**src/rtl/le_ctrl_pkg.sv**
```systemverilog
// Shared encodings for the bit-serial logic-unit controller and its per-bit element.
// The state and op constants are shared by le1 and le_serial_ctrl.
package le_ctrl_pkg;

   typedef enum logic [1:0] {
      IDLE  = 2'b00,
      SHIFT = 2'b01,
      DONE  = 2'b10
   } state_t;

   localparam logic [2:0] OP_NOTA  = 3'b000;
   localparam logic [2:0] OP_AND   = 3'b001;
   localparam logic [2:0] OP_PASSA = 3'b010;
   localparam logic [2:0] OP_OR    = 3'b011;
   // Only bit 2 (m) is significant; s is don't-care when m=1.
   localparam logic [2:0] OP_PASS  = 3'b100;

endpackage

```
**src/rtl/le1.sv**
```systemverilog
// Single-bit logic element: x = f(a, b) selected by mode bit m and select s.
module le1
   import le_ctrl_pkg::*;
(
   input  logic       a,
   input  logic       b,
   input  logic       m,
   input  logic [1:0] s,
   output logic       x
);

   always_comb begin
      x = a;
      if (m == OP_PASS[2]) begin
         x = a;
      end else begin
         case ({m, s})
            OP_NOTA:  x = ~a;
            OP_AND:   x = a & b;
            OP_PASSA: x = a;
            OP_OR:    x = a | b;
            default:  x = a;
         endcase
      end
   end

endmodule

```
**src/rtl/le_serial_ctrl.sv**
```systemverilog
// Bit-serial logic-unit controller: runs le1 over WIDTH bits, LSB first, one bit per clock.
// Optional zero flag enabled by defining LE_SERIAL_ZFLAG_EN; otherwise zero is tied low.
module le_serial_ctrl
   import le_ctrl_pkg::*;
#(
   parameter int unsigned WIDTH = 8
) (
   input  logic             clk,
   input  logic             rst,
   input  logic             start,
   input  logic [2:0]       op,
   input  logic [WIDTH-1:0] a_in,
   input  logic [WIDTH-1:0] b_in,
   output logic             busy,
   output logic             done,
   output logic [WIDTH-1:0] result,
   output logic             zero
);

   localparam int unsigned CW = $clog2(WIDTH);
   localparam logic [CW-1:0] CntLast = CW'(WIDTH - 1);

   state_t           state_q, state_d;
   logic [CW-1:0]    cnt_q;
   logic [WIDTH-1:0] a_sr_q, b_sr_q, res_sr_q, result_q;
   logic [2:0]       op_q;
   logic             busy_q, done_q;
   logic             x;
   logic             accept, last_bit;
   logic [WIDTH-1:0] res_next;

   assign accept   = (state_q == IDLE) && start;
   assign last_bit = (state_q == SHIFT) && (cnt_q == CntLast);
   assign res_next = {x, res_sr_q[WIDTH-1:1]};

   le1 u_le1 (
      .a (a_sr_q[0]),
      .b (b_sr_q[0]),
      .m (op_q[2]),
      .s (op_q[1:0]),
      .x (x)
   );

   always_comb begin
      state_d = state_q;
      case (state_q)
         IDLE:    if (start) state_d = SHIFT;
         SHIFT:   if (cnt_q == CntLast) state_d = DONE;
         DONE:    state_d = IDLE;
         default: state_d = IDLE;
      endcase
   end

   always_ff @(posedge clk or posedge rst) begin
      if (rst) begin
         state_q  <= IDLE;
         busy_q   <= 1'b0;
         done_q   <= 1'b0;
         cnt_q    <= '0;
         op_q     <= '0;
         a_sr_q   <= '0;
         b_sr_q   <= '0;
         res_sr_q <= '0;
         result_q <= '0;
      end else begin
         state_q <= state_d;
         busy_q  <= (state_d != IDLE);
         done_q  <= (state_d == DONE);
         if (accept) begin
            a_sr_q <= a_in;
            b_sr_q <= b_in;
            op_q   <= op;
            cnt_q  <= '0;
         end else if (state_q == SHIFT) begin
            a_sr_q   <= a_sr_q >> 1;
            b_sr_q   <= b_sr_q >> 1;
            res_sr_q <= res_next;
            // Hold on the final bit so the counter never wraps within a run.
            if (!last_bit) cnt_q <= cnt_q + CW'(1);
            // Publish at the edge entering DONE so result is valid alongside done.
            if (last_bit) result_q <= res_next;
         end
      end
   end

`ifdef LE_SERIAL_ZFLAG_EN
   logic acc_q, zero_q;

   always_ff @(posedge clk or posedge rst) begin
      if (rst) begin
         acc_q  <= 1'b0;
         zero_q <= 1'b0;
      end else begin
         if (accept) begin
            acc_q <= 1'b0;
         end else if (state_q == SHIFT) begin
            acc_q <= acc_q | x;
            if (last_bit) zero_q <= ~(acc_q | x);
         end
      end
   end

   assign zero = zero_q;
`else
   assign zero = 1'b0;
`endif

   assign busy   = busy_q;
   assign done   = done_q;
   assign result = result_q;

endmodule

```
**config.mk**
```make
export PLATFORM = sky130hd
export DESIGN_NAME = le_serial_ctrl
export DESIGN_NICKNAME = d
export VERILOG_FILES = /design/src/rtl/le_ctrl_pkg.sv /design/src/rtl/le1.sv /design/src/rtl/le_serial_ctrl.sv
export SDC_FILE = /design/constraint.sdc
export NUM_CORES = 1
export LEC_CHECK = 0
export CAP_MARGIN = 20
export CORE_MARGIN = 2
export CORE_UTILIZATION = 40
export CTS_CLUSTER_DIAMETER = 120
export CTS_CLUSTER_SIZE = 28
export DETAILED_ROUTE_END_ITERATION = 6
export PLACE_DENSITY = 0.68
export SLEW_MARGIN = 40
export SYNTH_ARGS = -nofsm -noshare
export SYNTH_HDL_FRONTEND = slang
export SYNTH_HIERARCHICAL = 1
export SYNTH_SLANG_ARGS = --single-unit
```
**constraint.sdc**
```tcl
create_clock -name clk -period 2 [get_ports clk]
set_clock_uncertainty 0.2 [all_clocks]
set_input_delay 0.4 -clock clk [delete_from_list [all_inputs] [get_ports clk]]
set_output_delay 0.4 -clock clk [all_outputs]
set_load 0.02 [all_outputs]
```
After elaboration in Yosys (flattened, before gate mapping)

Cells that the tools add are included.

Register bits after elaboration: 42
Bits of input ports: 22
Output and inout bits: 11
Logic and storage cells: 41

$add $sub $neg: 1
Equality and inequality tests: 6
Muxes and demuxes: 12
Bitwise logic cells: 4
Reductions and logical operators: 9

Operators by type and width:

| kind                                                                  | number |
|---|---|
| 8-bit 2-to-1 mux                                                      | 4 |
| 3-bit 2-to-1 mux                                                      | 3 |
| 2-bit 2-to-1 mux                                                      | 2 |
| 2-bit one-hot mux with 2 select lines                                 | 1 |
| 2-bit AND reduction                                                   | 2 |
| 2-bit nonzero test                                                    | 2 |
| 3-bit by 1-bit adder with 3-bit output, second input constant         | 1 |
| 3-bit by 1-bit equality test with 1-bit output, second input constant | 1 |
| 3-bit by 2-bit equality test with 1-bit output, second input constant | 1 |
| 3-bit equality test, second input constant                            | 1 |
| 3-bit logical NOT                                                     | 1 |
| 1-bit one-hot mux with 3 select lines                                 | 1 |
| 3-bit AND reduction                                                   | 1 |
| 2-bit by 1-bit equality test with 1-bit output, second input constant | 1 |
| 2-bit equality test, second input constant                            | 1 |
| 1-bit logical AND                                                     | 2 |
| 2-bit logical NOT                                                     | 1 |
| 2-bit != test, second input constant                                  | 1 |
| 1-bit NOT                                                             | 2 |
| 1-bit bitwise AND                                                     | 1 |
| 1-bit 2-to-1 mux                                                      | 1 |
| 1-bit bitwise OR                                                      | 1 |

Depth between registers and ports, before layout

Depth in word-level cells: 5
Gate-level depth with buffers: 5
Mapped depth without buffers: 5

Hierarchy

The synthesis kept the hierarchy.

By module, submodules not included:

| module         | times used | cells each | area each (µm²) | sequential area each (µm²) |
|---|---|---|---|---|
| le_serial_ctrl | 1          | 147        | 1800.5          | 1026.0 |
| le1            | 1          | 5          | 31.3            | 0.0 |

Least setup slack after synthesis

Ideal clock, no wire load.

Path kind: register to register
Start point: register cnt_q[0]
End point: register result_q[0] (netlist: result[0])
Setup time: 0.125 ns
Arrival: 1.369 ns
Required time: 1.675 ns
Slack: 0.306 ns
Stages on the path, launching flop included: 6
Path buffers: 1
Period minus slack after synthesis: 1.694 ns
Cells stage by stage: dfrtp_1 -> ha_1 -> ha_1 -> and2_4 -> buf_6 -> mux2_4

Cells in the longest elaborated chain, start to end: 3

Ends and longest elaborated chain:

| item                          | RTL line             | text |
|---|---|---|
| from (decl)                   | le_serial_ctrl.sv:24 | `logic [CW-1:0] cnt_q;` |
| from (signal assigned)        | le_serial_ctrl.sv:79 | `if (!last_bit) cnt_q <= cnt_q + CW'(1);` |
| 3-bit equality test           | le_serial_ctrl.sv:33 | `assign last_bit = (state_q == SHIFT) && (cnt_q == CntLast);` |
| 1-bit logical AND             | le_serial_ctrl.sv:33 |  |
| 3-bit AND reduction (no line) | -                    |  |
| to (signal assigned)          | le_serial_ctrl.sv:81 | `if (last_bit) result_q <= res_next;` |
| to (decl)                     | le_serial_ctrl.sv:25 | `logic [WIDTH-1:0] a_sr_q, b_sr_q, res_sr_q, result_q;` |

Every way passes these cells.
A chain may end at the register's enable or synchronous reset.

Worst setup path in the final report

Start point: register result_q[5] (netlist: result[5])
End point: output port result[5]

RTL lines:

| item      | RTL line             | text |
|---|---|---|
| to (decl) | le_serial_ctrl.sv:16 | `output logic [WIDTH-1:0] result,` |

No word-level cell between the ends.

==> key figures <==
Run status
  • Status: complete, no violations

Yosys
  • Post-synthesis cell type count: 27
  • Post-synthesis sequential area ratio: 56.01%
  • Main flop type after synthesis: dfrtp_1
  • Syn Inst Count: 152
  • YS warnings: 6
  • Number of synthesized register bits: 41
  • Synth Net Count: 176
  • Post-synth EDFFs: 0
  • Asr flop ratio synth: 100.0%
  • Mean Syn Cell Area: 12.05 um2
  • Mapped Area: 0.001832 mm2

Setup path
  • Startpoint types: flop
  • CP max stage delay: 600 ps
  • Critical path capture point type: primary output
  • R2R cell count: 4
  • Crit-path leading delay family: buffers and inverters
  • CP max FO: 2
  • Critical path's slowest cell: clkdlybuf4s50_1
  • Crit path cell chain: clkdlybuf4s50_1
  • Launch point of the worst reg-to-reg path: cnt_q[0]
  • Reg-to-reg slack, setup: 270 ps
  • WP data required: 1400 ps
  • Worst path bufs/invs: 1
  • R2R Path End: result[2]
  • Worst Setup Path Type: flop to primary output
  • Worst EP arrival: 1260 ps

Hold path
  • Tightest Hold Check Type: input port to asynchronous set/reset pin

Route
  • Via count: 1,258
  • 1st-pass router iterations: 3
  • Initial DRC count: 47
  • WL/cell: 13.81 um
  • DRC Markers: 0
  • Final wirelength: 3343 um
  • Routed vias/inst: 5.198
  • DRT antenna net count: 0

STA
  • RSZ-0062 raised after global routing: no
  • Max-slew violation count: 0
  • Final period util: 92.78%
  • Fmax: 538.9 MHz
  • Min Tclk post-route: 1856 ps
  • Total Neg Setup Slack: 0 ps
  • Final setup fails: 0
  • Final Hold Fails: 0

Clock network
  • Post-CTS resize count: 0
  • Clk slew on worst S/H paths: 80 ps
  • Post-CTS Setup Bufs: 0
  • Sink Count: 41
  • Clk Latency, worst-skew pair: 290 ps
  • Clk root buf: clkbuf_8
  • CTS tree: done
  • CTS buffer count: 5
  • H-tree depth: 2
  • Clk buf depth: 2
  • Hold buffers post-CTS: 0

Die
  • Cell row count: 24
  • Die Span X: 71.67 um
  • Die area: 0.005137 mm2
  • Die Y: 71.67 um
  • Top Ports: 33
  • Area of the core: 0.004384 mm2
  • Initial Util: 41.78%

Placement
  • IO Port Bufs: 31
  • Post-DP HPWL: 2386 um
  • Routability congestion estimate: 0.7338

Global route
  • Largest net degree at the start of global routing: 42
  • Tot GR Track Use: 14.62%
  • Vias in the first global route: 1,315
  • Initial antenna violation count: 0
  • First-pass GRT wire length: 5906 um
  • GRT overflow: 0

Power and ir drop
  • Pwr dens: 1498 mW/mm2
  • Tot Pwr: 3.473 mW
  • Lkg Pwr: 0.9996 nW
  • Worst VDD drop: 0.5305 mV

Final layout
  • Layout area overhead: 26.57%
  • Nets: 213
  • Share of post-route cells with drive strength above 1: 20.00%
  • Antenna cell count: 0

Run
  • Max-cap check violation count: 0
==> worst max-delay path by stage <==
stage | end | slack [ps] | depth (start not counted) | from
4_1_cts | result[5] | 120 | 1 | result[5]
2_1_floorplan | result[0] | 310 | 5 | cnt_q[0]
3_5_place_dp | op_q[0] | 20 | 3 | start
5_1_grt | result[7] | 90 | 1 | result[7]
6_report | result[5] | 140 | 1 | result[5]
3_3_place_gp | op_q[0] | 60 | 3 | start
==> layout by cell type (no fill, tap or decap), drive strengths merged <==
| cell type | n |
|---|---|
| o32ai | 1 |
| clkbuf | 6 |
| nor3b | 14 |
| conb | 1 |
| dfrtp | 41 |
| inv | 2 |
| o21ai | 1 |
| and2 | 2 |
| buf | 9 |
| nand3 | 1 |
| clkdlybuf4s50 | 31 |
| nor4b | 1 |
| o21bai | 1 |
| clkinv | 2 |
| nor2b | 3 |
| ha | 2 |
| a22o | 7 |
| nor3 | 27 |
| nand2b | 2 |
| or4 | 1 |
| a21oi | 1 |
| nor2 | 14 |
| mux2 | 19 |
| o211ai | 1 |
==> flip-flops by register name, indices dropped and copies added (netlist names) <==
name,flops
a_sr_q,8
b_sr_q,8
result,8
res_sr_q,7
cnt_q,3
op_q,3
state_q,2
busy,1
done,1
==> cell usage after synthesis, types with 2 or more instances <==
master	instances	area, um2
nor3b_1	13	97.59
nor2_1	14	52.55
dfrtp_1	41	1026
mux2_4	8	120.1
inv_1	2	7.510
mux2_2	11	123.9
nor2b_1	3	18.77
buf_2	4	20.02
buf_4	2	15.01
ha_1	2	25.02
buf_6	2	22.52
a22o_1	7	61.31
nand2b_1	2	12.51
nor3_1	27	135.1
clkbuf_1	2	7.510
==> final cells by class <==
cell class / instances / area, um2
inverter: 2 / 7.507
timing repair buffer: 40 / 390.4
sequential: 41 / 1026
multi-input combinational: 99 / 733.2
clock inverter: 2 / 13.76
tap: 52 / 65.06
clock buffer: 6 / 82.58
fill: 392 / 2066
==> stage by stage <==
step / utilization (%) / setup WS (ps) / hold slack, ps / area (um2) / instances
final: 52.88 / 144.4 / 268.8 / 2318 / 242
after global placement: 50.68 / 62.48 / 286.2 / 2222 / 234
after floorplan: - / 306.1 / 267.0 / 1832 / 152
after detailed placement: 50.68 / 24.51 / 294.2 / 2222 / 234
after CTS: 52.88 / 124.4 / 271.0 / 2318 / 242
after global routing: 52.88 / 90.42 / 289.3 / 2318 / 242
==> metal layers <==
layer  up-vias  GRT usage [%]  routed length (um)
li1        614              -                   -
met1       612          18.57                1566
met2        30          24.38                1599
met3         2          3.797                 158
met4         0          4.822                  19
met5         -              0                   0
==> report_power, final <==
part	internal (mW)	total [mW]	switching, mW
clock network	0.279	0.556	0.277
registers	1.23	1.49	0.262
logic	0.826	1.43	0.602
total	2.33	3.47	1.14
==> worst reg2reg max path: cells and delay by family (launching register included) <==
| kind | cells | cell delay, ps |
|---|---|---|
| muxes | 1 | 320 |
| and+or+nand+nor | 1 | 300 |
| adders and majority gates | 2 | 430 |
| DFF | 1 | 390 |
==> logic make-up (layout without fill, tap and decap cells) <==
logic type	count (synthesis)	in the layout	share of synthesized area, %
muxes	19	19	13.32
AOI/OAI and AO/OA	12	12	5.191
buffers and inverters	12	50	3.962
DFF	41	41	56.01
adders and majority gates	2	2	1.366
and+or+nand+nor	65	65	19.95
other	1	1	0.2047
(Power assumes the default switching activity.)
